[src/rtl/snn_lif_layer.sv]
`default_nettype none
// +------------------------------------------------------------------+
// | Module   : snn_lif_layer                                         |
// | Brief    : N_IN input LIF neurons, each driven by its own        |
// |            external current, feed one output LIF neuron through  |
// |            programmable weights. Leak, refractory period,        |
// |            saturating arithmetic, run/pause and a weight-write   |
// |            handshake.                                            |
// | Option   : ADAPTIVE_THRESH_EN - output neuron threshold rises    |
// |            on each output spike and relaxes back to THRESH.      |
// | Revision : 1.0  initial release                                  |
// +------------------------------------------------------------------+
module snn_lif_layer #(
   parameter int  N_IN        = 3,
   parameter int  CUR_W       = 5,
   parameter int  W           = 8,
   parameter int  WT_W        = 4,
   parameter int  WT_INIT     = 8,
   parameter int  THRESH      = 200,
   parameter int  LEAK_SHIFT  = 3,
   parameter int  REFRAC      = 2,
   parameter int  THRESH_STEP = 16,
   localparam int IDX_W       = (N_IN > 1) ? $clog2(N_IN) : 1
) (
   input  logic                    clk,
   input  logic                    reset,
   input  logic                    en,
   input  logic [N_IN*CUR_W-1:0]   ext_current,
   input  logic                    wt_wr_valid,
   input  logic [IDX_W-1:0]        wt_wr_idx,
   input  logic [WT_W-1:0]         wt_wr_data,
   output logic                    wt_wr_ready,
   output logic                    wt_err,
   output logic [N_IN-1:0]         spike_in,
   output logic                    spike_out,
   output logic [W-1:0]            potential_out
);

   localparam int           REF_W    = (REFRAC > 0) ? $clog2(REFRAC + 1) : 1;
   localparam logic [W-1:0] c_vmax   = {W{1'b1}};
   localparam logic [W-1:0] c_thresh = W'(THRESH);

   logic [WT_W-1:0]  r_wt [N_IN];
   logic             r_wt_err;
   logic [N_IN-1:0]  w_spike_in;

   logic [W-1:0]     r_v_out;
   logic [REF_W-1:0] r_ref_out;
   logic             r_spike_out;
   logic [31:0]      w_cur_acc;
   logic [W-1:0]     w_cur_out;
   logic [W+1:0]     w_sum_out;
   logic [W-1:0]     w_sat_out;
   logic             w_fire_out;
   logic [W-1:0]     w_th;

   // Weights may only change while the layer is paused
   assign wt_wr_ready   = ~en;
   assign wt_err        = r_wt_err;
   assign spike_in      = w_spike_in;
   assign spike_out     = r_spike_out;
   assign potential_out = r_v_out;

   // Weight store: accepted writes land in range, out-of-range sets sticky error
   always_ff @(posedge clk or negedge reset) begin
      if (!reset) begin
         for (int i = 0; i < N_IN; i++) r_wt[i] <= WT_W'(WT_INIT);
         r_wt_err <= 1'b0;
      end else if (wt_wr_valid && !en) begin
         if (int'(wt_wr_idx) < N_IN) r_wt[wt_wr_idx] <= wt_wr_data;
         else                        r_wt_err <= 1'b1;
      end
   end

   for (genvar gi = 0; gi < N_IN; gi++) begin : g_in
      logic [W-1:0]     r_v;
      logic [REF_W-1:0] r_ref;
      logic             r_spike;
      logic [W+1:0]     w_sum;
      logic [W-1:0]     w_sat;

      // Leaky integration of the channel current, clamped to the top code
      always_comb begin
         w_sum = {2'b00, r_v} - {2'b00, r_v >> LEAK_SHIFT}
               + {{(W+2-CUR_W){1'b0}}, ext_current[gi*CUR_W +: CUR_W]};
         w_sat = (w_sum > {2'b00, c_vmax}) ? c_vmax : w_sum[W-1:0];
      end

      // Input neuron state: refractory hold, fire-and-reset, or integrate
      always_ff @(posedge clk or negedge reset) begin
         if (!reset) begin
            r_v     <= '0;
            r_ref   <= '0;
            r_spike <= 1'b0;
         end else if (en) begin
            if (r_ref != '0) begin
               r_ref   <= r_ref - REF_W'(1);
               r_v     <= '0;
               r_spike <= 1'b0;
            end else if (w_sat >= c_thresh) begin
               r_spike <= 1'b1;
               r_v     <= '0;
               r_ref   <= REF_W'(REFRAC);
            end else begin
               r_v     <= w_sat;
               r_spike <= 1'b0;
            end
         end else begin
            r_spike <= 1'b0;
         end
      end

      assign w_spike_in[gi] = r_spike;
   end

   // Synaptic current: weights of the registered input spikes, recomputed each cycle
   always_comb begin
      w_cur_acc = '0;
      for (int i = 0; i < N_IN; i++)
         if (w_spike_in[i]) w_cur_acc = w_cur_acc + 32'(r_wt[i]);
      w_cur_out = (w_cur_acc > 32'(c_vmax)) ? c_vmax : w_cur_acc[W-1:0];
   end

   // Output neuron leaky sum and fire decision (never fires while refractory)
   always_comb begin
      w_sum_out  = {2'b00, r_v_out} - {2'b00, r_v_out >> LEAK_SHIFT} + {2'b00, w_cur_out};
      w_sat_out  = (w_sum_out > {2'b00, c_vmax}) ? c_vmax : w_sum_out[W-1:0];
      w_fire_out = (r_ref_out == '0) && (w_sat_out >= w_th);
   end

   // Output neuron state: refractory hold, fire-and-reset, or integrate
   always_ff @(posedge clk or negedge reset) begin
      if (!reset) begin
         r_v_out     <= '0;
         r_ref_out   <= '0;
         r_spike_out <= 1'b0;
      end else if (en) begin
         if (r_ref_out != '0) begin
            r_ref_out   <= r_ref_out - REF_W'(1);
            r_v_out     <= '0;
            r_spike_out <= 1'b0;
         end else if (w_fire_out) begin
            r_spike_out <= 1'b1;
            r_v_out     <= '0;
            r_ref_out   <= REF_W'(REFRAC);
         end else begin
            r_v_out     <= w_sat_out;
            r_spike_out <= 1'b0;
         end
      end else begin
         r_spike_out <= 1'b0;
      end
   end

`ifdef ADAPTIVE_THRESH_EN
   logic [W-1:0] r_th;
   logic [W:0]   w_th_inc;

   assign w_th_inc = {1'b0, r_th} + (W+1)'(THRESH_STEP);
   assign w_th     = r_th;

   // Adaptive threshold: jump on each output spike, relax by one on other enabled edges
   always_ff @(posedge clk or negedge reset) begin
      if (!reset) begin
         r_th <= c_thresh;
      end else if (en) begin
         if (w_fire_out)
            r_th <= (w_th_inc > {1'b0, c_vmax}) ? c_vmax : w_th_inc[W-1:0];
         else if (r_th > c_thresh)
            r_th <= r_th - W'(1);
      end
   end
`else
   logic [31:0] w_unused_step;

   assign w_th          = c_thresh;
   assign w_unused_step = THRESH_STEP;
`endif

endmodule
`default_nettype wire

[config.mk]
export PLATFORM = sky130hd
export DESIGN_NAME = snn_lif_layer
export DESIGN_NICKNAME = d
export VERILOG_FILES = /design/src/rtl/snn_lif_layer.sv
export SDC_FILE = /design/constraint.sdc
export NUM_CORES = 1
export LEC_CHECK = 0
export BUFFER_PORTS_ARGS = -buffer_cell sky130_fd_sc_hd__buf_4
export CORE_ASPECT_RATIO = 2
export CORE_MARGIN = 1.5
export CORE_UTILIZATION = 25
export DETAILED_ROUTE_END_ITERATION = 10
export GPL_TIMING_DRIVEN = 1
export PLACE_DENSITY = 0.51
export SLEW_MARGIN = 10
export SYNTH_ARGS = -nofsm -noshare
export SYNTH_HDL_FRONTEND = slang
export SYNTH_SLANG_ARGS = --single-unit
[constraint.sdc]
create_clock -name clk -period 12.05 [get_ports clk]
set_input_delay 1.205 -clock clk [delete_from_list [all_inputs] [get_ports clk]]
set_output_delay 1.205 -clock clk [all_outputs]
set_load 0.05 [all_outputs]
==> results of run 1 <==
## flip-flops by register name, summed over array words and instances, names as in the netlist
signal,count
wt_err,1
g_in.r_ref,6
r_wt,12
g_in.r_spike,3
potential_out,8
g_in.r_v,24
spike_out,1
r_ref_out,2
## layout make-up
cell class | count | area share, %
tap | 269 | 5.41
sequential | 57 | 23.0
multi-input combinational | 475 | 59.0
timing repair buffer | 40 | 4.82
clock inverter | 7 | 0.884
clock buffer | 9 | 3.62
inverter | 55 | 3.32
## cell usage after synthesis (6+ instances only)
cell,count
sky130_fd_sc_hd__o21ai_0,23
sky130_fd_sc_hd__nand2b_1,12
sky130_fd_sc_hd__fa_1,10
sky130_fd_sc_hd__a21oi_1,38
sky130_fd_sc_hd__nor2_1,50
sky130_fd_sc_hd__a211oi_1,9
sky130_fd_sc_hd__nor3_1,10
sky130_fd_sc_hd__xnor2_1,32
sky130_fd_sc_hd__o21a_1,13
sky130_fd_sc_hd__and2_1,6
sky130_fd_sc_hd__nand3_1,6
sky130_fd_sc_hd__a22o_1,9
sky130_fd_sc_hd__ha_1,56
sky130_fd_sc_hd__o22ai_1,15
sky130_fd_sc_hd__inv_1,54
sky130_fd_sc_hd__mux2_2,16
sky130_fd_sc_hd__o2bb2ai_1,9
sky130_fd_sc_hd__a21o_1,16
sky130_fd_sc_hd__nor2b_1,15
sky130_fd_sc_hd__clkbuf_1,6
sky130_fd_sc_hd__nand2_1,28
sky130_fd_sc_hd__dfrtp_1,54
sky130_fd_sc_hd__xor2_1,7
## worst reg2reg max path, stage by stage, from the launching register on
cell	delay (ps)
sky130_fd_sc_hd__dfrtp_1	410
sky130_fd_sc_hd__and2_1	160
sky130_fd_sc_hd__ha_1	190
sky130_fd_sc_hd__inv_1	70
sky130_fd_sc_hd__fa_1	400
sky130_fd_sc_hd__mux2i_1	310
sky130_fd_sc_hd__fa_1	470
sky130_fd_sc_hd__mux2_2	300
sky130_fd_sc_hd__fa_1	450
sky130_fd_sc_hd__a21o_1	170
sky130_fd_sc_hd__a21oi_1	250
sky130_fd_sc_hd__o21a_1	290
sky130_fd_sc_hd__nor4_1	110
sky130_fd_sc_hd__a2111o_1	560
sky130_fd_sc_hd__a31oi_1	210
sky130_fd_sc_hd__o21a_1	190
sky130_fd_sc_hd__mux2_1	330
## metal layers
| layer | track usage, % | vias up |
|---|---|---|
| met4 | 6.53 | 0 |
| met3 | 1.18 | 28 |
| met1 | 11.5 | 2196 |
| li1 | - | 2255 |
| met5 | 0 | - |
| met2 | 28.4 | 69 |
## cell usage in the layout (no fill, tap or decap), types with 3 or more instances in the layout
cell type	netlist	final
sky130_fd_sc_hd__o31ai_1	4	4
sky130_fd_sc_hd__a31oi_1	5	5
sky130_fd_sc_hd__buf_4	3	40
sky130_fd_sc_hd__a22o_1	9	9
sky130_fd_sc_hd__ha_1	56	56
sky130_fd_sc_hd__a21o_1	16	16
sky130_fd_sc_hd__inv_1	54	54
sky130_fd_sc_hd__nor4_1	3	3
sky130_fd_sc_hd__o2111ai_1	4	4
sky130_fd_sc_hd__nand2b_1	12	12
sky130_fd_sc_hd__nor2_1	50	50
sky130_fd_sc_hd__nand4_1	4	4
sky130_fd_sc_hd__o2bb2ai_1	9	9
sky130_fd_sc_hd__o211ai_1	3	3
sky130_fd_sc_hd__o31a_1	3	3
sky130_fd_sc_hd__o21a_1	13	13
sky130_fd_sc_hd__o21bai_1	3	3
sky130_fd_sc_hd__clkbuf_16	0	9
sky130_fd_sc_hd__mux2_2	16	16
sky130_fd_sc_hd__fa_1	10	10
sky130_fd_sc_hd__o21ai_0	23	23
sky130_fd_sc_hd__or2_2	5	5
sky130_fd_sc_hd__a211oi_1	9	9
sky130_fd_sc_hd__nand2_1	28	28
sky130_fd_sc_hd__or4_1	3	3
sky130_fd_sc_hd__dfrtp_1	54	54
sky130_fd_sc_hd__and2_1	6	6
sky130_fd_sc_hd__xor2_1	7	7
sky130_fd_sc_hd__nor2b_1	15	15
sky130_fd_sc_hd__a21oi_1	38	38
sky130_fd_sc_hd__and3_1	4	4
sky130_fd_sc_hd__xnor2_1	32	32
sky130_fd_sc_hd__mux2i_1	5	5
sky130_fd_sc_hd__o22ai_1	15	15
sky130_fd_sc_hd__dfstp_2	3	3
sky130_fd_sc_hd__nand3_1	6	6
sky130_fd_sc_hd__nor3_1	10	10
## worst paths after layout
check / startpoint / end / slack (ps) / depth (start not counted)
setup / recovery: g_in[0].r_spike / r_ref_out[0] / 7060 / 16
hold / removal: wt_err / wt_err / 470 / 1
setup reg to reg: g_in[0].r_spike / r_ref_out[0] / 7060 / 16
hold reg to reg: wt_err / wt_err / 470 / 1
max in group asynchronous: reset / r_wt[5] / 10600 / 1
min in group asynchronous: reset / spike_out / 940 / 1
## metrics by stage
step,std cells,setup slack (ps),hold slack [ps],util (%)
finish,912,7060,473,29.6
global route,912,6820,499,29.6
CTS,912,7050,477,29.6
detailed placement,896,7060,465,28.3
global placement,896,7130,450,28.3
floorplan,600,7440,458,-
## cell families (layout without fill, tap and decap cells)
family | after synthesis | count (layout)
buffers and inverters | 68 | 111
adder cells (fa/ha/maj) | 67 | 67
AO/OA/AOI/OAI | 183 | 183
multiplexers | 23 | 23
flip-flops | 57 | 57
AND/OR/NAND/NOR | 161 | 161
XOR/XNOR | 41 | 41
==> impl_summary.md, run 1 <==
Synthesis
The largest family of logic cells by synthesized area is compound AO/OA/AOI/OAI gates. Yosys printed 0 warnings. Counting every net in the synthesized netlist gives 691. Summing the areas of all and, or, nand and nor instances in the mapped netlist gives 15.4% of the synthesized area. In the synthesized netlist the dominant register cell turns out to be sky130_fd_sc_hd__dfrtp_1.

The synthesized design contains 0 enable-type register cells. The fraction of the mapped netlist area in compound gates is 24.1%. The post-synthesis instance area is 5380 sq um. The portion of synthesized cell area occupied by the leading cell type is 25.1%. For this run, the register share of the synthesized area comes to a little over a quarter. sky130_fd_sc_hd__dfrtp_1 takes more of the synthesized area than any other cell. The number of distinct library cells after synthesis is 80. After technology mapping, the gate count stands at 600. The adder and majority gate portion of the synthesized area is ~17%. By area the synthesized netlist is led by sky130_fd_sc_hd__dfrtp_1 25%, sky130_fd_sc_hd__ha_1 13%, sky130_fd_sc_hd__xnor2_1 5.2%. Counting flops with an async set or reset pin after synthesis yields a share of 100%. The mux contribution to synthesized area is under 10%.

The average instance area after synthesis is 8.97 sq um. The register bit count reported by yosys is 57. After Yosys synthesis, XOR and XNOR cells account for 7.07% of the synthesized area.

Finish
The number of diodes is 0. Compared with the post-synthesis result, the final layout area differs by 15.7%. The filler cell count in the final layout is 2287. The net count reported at finish is roughly 730. The cell area after layout is 6230 sq um. The area of combinational cells with multiple inputs is 3670 sq um. The share of layout cells above drive strength 1 is ~15%.

The sequential cells in the finished layout cover a total of 1430 sq um.

Floorplan
The die span in x is ~110 um. The area of the placeable core is between 20000 and 25000 sq um. Measured along the y axis, the die boundary spans 210 um. For this design the top-level I/O count stands at 39. The floorplan has 75 rows. The die covers 22500 sq um.

The initial utilization of the core area, before any placement, comes to 25.6%.

Place
The half-perimeter wire length of the detailed placement result is 11.6 mm. The congestion estimate from routability-driven global placement came to between 0.8 and 0.9. The number of port buffers is 38. Summing all placed instances gives a cell area of 5950 sq um.

Critical path
Data on the critical path arrives at its endpoint at ~5200 ps. On the critical path the largest part of the delay comes from compound AO/OA/AOI/OAI gates. For the worst setup path, the data required time is 12270 ps. By instance count, the cell type seen most on the critical path is sky130_fd_sc_hd__fa_1. The number of buffers and inverters on the critical path is 1.

The critical path goes through and2_1 -> ha_1 -> inv_1 -> fa_1 -> mux2i_1 -> fa_1 -> mux2_2 -> fa_1 -> a21o_1 -> a21oi_1 -> o21a_1 -> nor4_1 -> a2111o_1 -> a31oi_1 -> o21a_1 -> mux2_1. On the worst path, the slowest cell contributes a delay of 560 ps. The startpoint class of the critical path is a register. The maximum fanout along the worst path is 8. The worst setup path is of the register to register kind. The cell with the biggest individual delay on the critical path is sky130_fd_sc_hd__a2111o_1. The type of element capturing the critical path is a register.

STA
Setup violations remaining at the end of the flow were counted as 0. Measured against its own limit, the worst slew margin works out to 19.5%. The max-slew violation total from the final report is 0.

The time the worst path needs with I/O delays and setup is ~5000 ps. The slew at the pin with the worst max-slew slack is between 1000 and 1500 ps. The final-report hold violation count came to 0. The worst clock skew is 7.89 ps. The final critical path takes up 41.4% of the cycle. Setup repair after global routing left no endpoint under its margin. The total negative slack is 0 ps. The maximum frequency from static timing analysis is 201 MHz.

Global route
The global routing usage summed across all routing layers is 13.3%. The sum of overflow across all layers after global routing is 0. The number of global-route vias before repair is 4744. Entering global routing, the biggest net connects 58 pins. The number of antenna violations at the first check in global routing came to 0. The first global-routing pass estimated 23.1 mm of wire.

Routing
The aggregate routed wire length is between 10 and 15 mm. The top routing layer in use is met4. Once detail routing completed, the nets flagged for antenna violations numbered 0. The routed length on met2 is 8.65 mm. The iteration count of the initial detailed-routing pass is 6. The routed layout has 4548 vias. In the routed design, unresolved DRC markers number 0.

In the final routed layout, each cell accounts on average for between 15 and 20 um. Using the TritonRoute via totals, the vias-per-cell ratio works out to 4.99. After the first detailed-routing iteration, the DRC count stood at about 150. The detailed-routing wirelength on met1 is 4.88 mm. Summed over all nets, wire length on met3 after detailed routing comes to 217 um.

CTS
After clock tree synthesis, the repair step resized 0 gates. Clock-pin slew was measured on the worst setup and hold paths at 60 ps. The clock insertion delay at the later pin of the skew report is 340 ps.

The number of buffers inserted for hold repair after clock tree synthesis is 0. The number of buffers on the longest clock path is 2. TritonCTS built the clock tree. The number of sinks handled by clock tree synthesis is 57. The cell sitting at the root of the clock tree is a sky130_fd_sc_hd__clkbuf_16. The buffers inserted during post-CTS setup optimization is 0. The number of clock buffers inserted by TritonCTS is 9. In this run the number of H-tree levels came out at 3.

Hold path
The type of the tightest min-delay check is register to register.

Job
Max-cap violations in this run came to 0.

Run status
The flow ran to the end, and the final reports show no timing, DRC or antenna violations.
Power of run 1 is not shown: default switching activity piles up to over one toggle a cycle in this logic, so the estimate is an artifact.
==> run 2, diff against run 1 <==
PLACE_DENSITY = 0.52   (was 0.51)
clock period = 4.5 ns   (was 12.05 ns; I/O delays follow)
==> impl_summary.md, run 2 (synthesis results as in run 1) <==
STA
The final critical-path share of the clock period came to 96.7% (+55 points). Setup repair after global routing could not meet its margin everywhere. The max-slew violation total from the final report was 0 (unchanged).

The final count of negative-setup-slack endpoints was 0 (unchanged). The slew at the pin with the worst max-slew slack is 970 ps (-221 ps). The final-report hold violation count is 0 (unchanged). The time the worst path needs with I/O delays and setup is 4350 ps (-634 ps).

The maximum frequency from static timing analysis is 230 MHz (+15%). The worst slew margin relative to its limit is 34.4% (+15 points). The worst clock skew came to 10.1 ps (+2.23 ps).

Routing
The routed length on met2 is 8.62 mm (-0.34%). The top routing layer in use is met4. The residual DRC count is 0 (unchanged). The aggregate routed wire length is 14.4 mm (+0.64%).

The iteration count of the initial detailed-routing pass came to 4 (-2). The detailed-routed wire length on met3 is 261 um (+20%). The residual antenna-violating net count after detailed routing is 0 (unchanged). The number of DRC markers in iteration 0 is 125 (-16%).

The detail-routed via count per cell is 4.96 (-0.51%). The post-detailed-route wirelength per cell is 15.3 um (-1.8%). The detailed-routing wirelength on met1 came to 4.87 mm (-0.18%).

The total number of vias is 4639 (+2.0%).

Critical path
The setup path with the least slack is of type register to register. The depth of the worst register-to-register path is 16 (unchanged). The startpoint class of the critical path is a register. The maximum fanout along the worst path is 3 (-5). The slack of the worst reg-to-reg path is 150 ps (-6920 ps).

The arrival time of the worst setup path is 4570 ps (-640 ps). The worst register-to-register path ends at r_ref_out[0]. The worst register-to-register path begins at g_in[0].r_spike. The required time at the worst-slack endpoint came to 4720 ps (-7550 ps). The worst setup path is captured at a register.

Finish
The library cell used most frequently in the layout, excluding fill and tap cells, is sky130_fd_sc_hd__buf_4. The register with the highest flop count is g_in.r_v. The area added between synthesis and finish is 22.4%. The flip-flop count of the largest register after layout came to 24 (unchanged).

The share of layout cells above drive strength 1 is 20.4% (+5.6 points). In the layout the commonest cells are 63 x sky130_fd_sc_hd__buf_4, 54 x sky130_fd_sc_hd__dfrtp_1, 53 x sky130_fd_sc_hd__inv_1. The filler cell count in the final layout is 2233 (-2.4%).

The number of diodes came to 0 (unchanged). The net count reported at finish is 752 (+3.2%). The end-of-flow core utilization was 31.3% (+1.7 points).

CTS
The post-CTS clock slew at the launch and capture registers of the worst setup and hold paths is 60 ps (about the same). The buffer type at the clock tree root is sky130_fd_sc_hd__clkbuf_16. The H-tree depth reported by CTS is 3 (unchanged). The clock insertion delay at the later pin of the skew report is 330 ps (about the same). TritonCTS built the clock tree. The number of clock buffers inserted by TritonCTS is 9 (unchanged). The number of buffers on the longest clock path came to 2 (unchanged). The number of sinks handled by clock tree synthesis is 57 (unchanged).

Global route
The sum of overflow across all layers after global routing is 0 (unchanged). The first-pass GRT wire length is 23.4 mm (+1.2%). The number of global-route vias before repair is 4797 (+1.1%). The global routing usage summed across all routing layers was 13.4% (+0.16 points).

The number of antenna violations at the first check in global routing is 0 (unchanged). The largest net degree at the start of global routing is 58 (unchanged).

Floorplan
The effective utilization at floorplan was 25.6% (unchanged). The area of the placeable core is 21000 sq um (unchanged). The area enclosed by the die boundary was 22500 sq um (unchanged). The die outline height was 210 um (unchanged). The cell row count is 75 (unchanged).

The die span in x came to 107 um (unchanged). The count of boundary I/O pins came to 39 (unchanged).

Place
The half-perimeter wire length of the detailed placement result is 11.6 mm (+0.12%). The routability congestion estimate is 0.811 (-3.7%). The number of port buffers came to 38 (unchanged).

Hold path
The type of the tightest min-delay check is primary input to async pin.

Run status
The run finished with clean final reports.

Job
The number of max-capacitance violations reported was 0 (unchanged).
run 2: timing repair:
action / in CTS / in global routing
endpoints found under the setup margin: 8 / 11
cloned: 0 / 0
hold buffers: 0 / 0
hold endpoints to repair: 0 / 0
resized for setup: 4 / 24
pin swaps: 0 / 18
setup buffers: 0 / 7
run 2: critical path: stages, from the launching register on:
cell	delay (ps)
sky130_fd_sc_hd__dfrtp_1	380
sky130_fd_sc_hd__and2_4	170
sky130_fd_sc_hd__ha_4	150
sky130_fd_sc_hd__inv_2	50
sky130_fd_sc_hd__fa_2	450
sky130_fd_sc_hd__mux2i_4	200
sky130_fd_sc_hd__fa_1	440
sky130_fd_sc_hd__mux2_4	300
sky130_fd_sc_hd__fa_2	390
sky130_fd_sc_hd__a21o_1	190
sky130_fd_sc_hd__a21oi_4	150
sky130_fd_sc_hd__o21a_1	210
sky130_fd_sc_hd__nor4_2	80
sky130_fd_sc_hd__a2111o_1	400
sky130_fd_sc_hd__a31oi_1	170
sky130_fd_sc_hd__o21a_1	190
sky130_fd_sc_hd__mux2_4	310
run 2: how the worst max path moves through the flow:
stage          cells after the start      endpoint  slack (ps)             from
3_3_place_gp                      16  r_ref_out[0]         -50          r_wt[8]
5_1_grt                           19  r_ref_out[0]         -50  g_in[0].r_spike
2_1_floorplan                     16  r_ref_out[0]          10  g_in[0].r_spike
6_report                          16  r_ref_out[0]         150  g_in[0].r_spike
4_1_cts                           19  r_ref_out[0]           2          r_wt[8]
3_5_place_dp                      16  r_ref_out[0]        -130          r_wt[8]
run 2: layout make-up:
type                       instances  area [sq um]  area share [%]
multi-input combinational        475          3810            57.9
timing repair buffer              63           473            7.18
sequential                        57          1430            21.7
clock inverter                     3          65.1           0.988
inverter                          55           206            3.13
clock buffer                      13           260            3.95
tap                              269           337            5.11
run 2: per-layer routing:
| metal | vias to the layer above | global-route usage (%) |
|---|---|---|
| met1 | 2239 | 12.2 |
| met5 | - | 0 |
| li1 | 2306 | - |
| met4 | 0 | 7.45 |
| met2 | 68 | 27.6 |
| met3 | 26 | 1.36 |
run 2: through the flow:
step,instances,area (sq um),worst slack (ps),TNS (ps),hold WS [ps]
after floorplan,600,5400,12.2,0,154
after global placement,912,6090,-54.1,-86.5,454
after detailed placement,912,6090,-127,-206,457
after CTS,928,6430,1.92,0,217
after global routing,935,6590,-48.6,-87.8,246
final,935,6590,147,0,183
Power of run 2 is left out for the same reason.
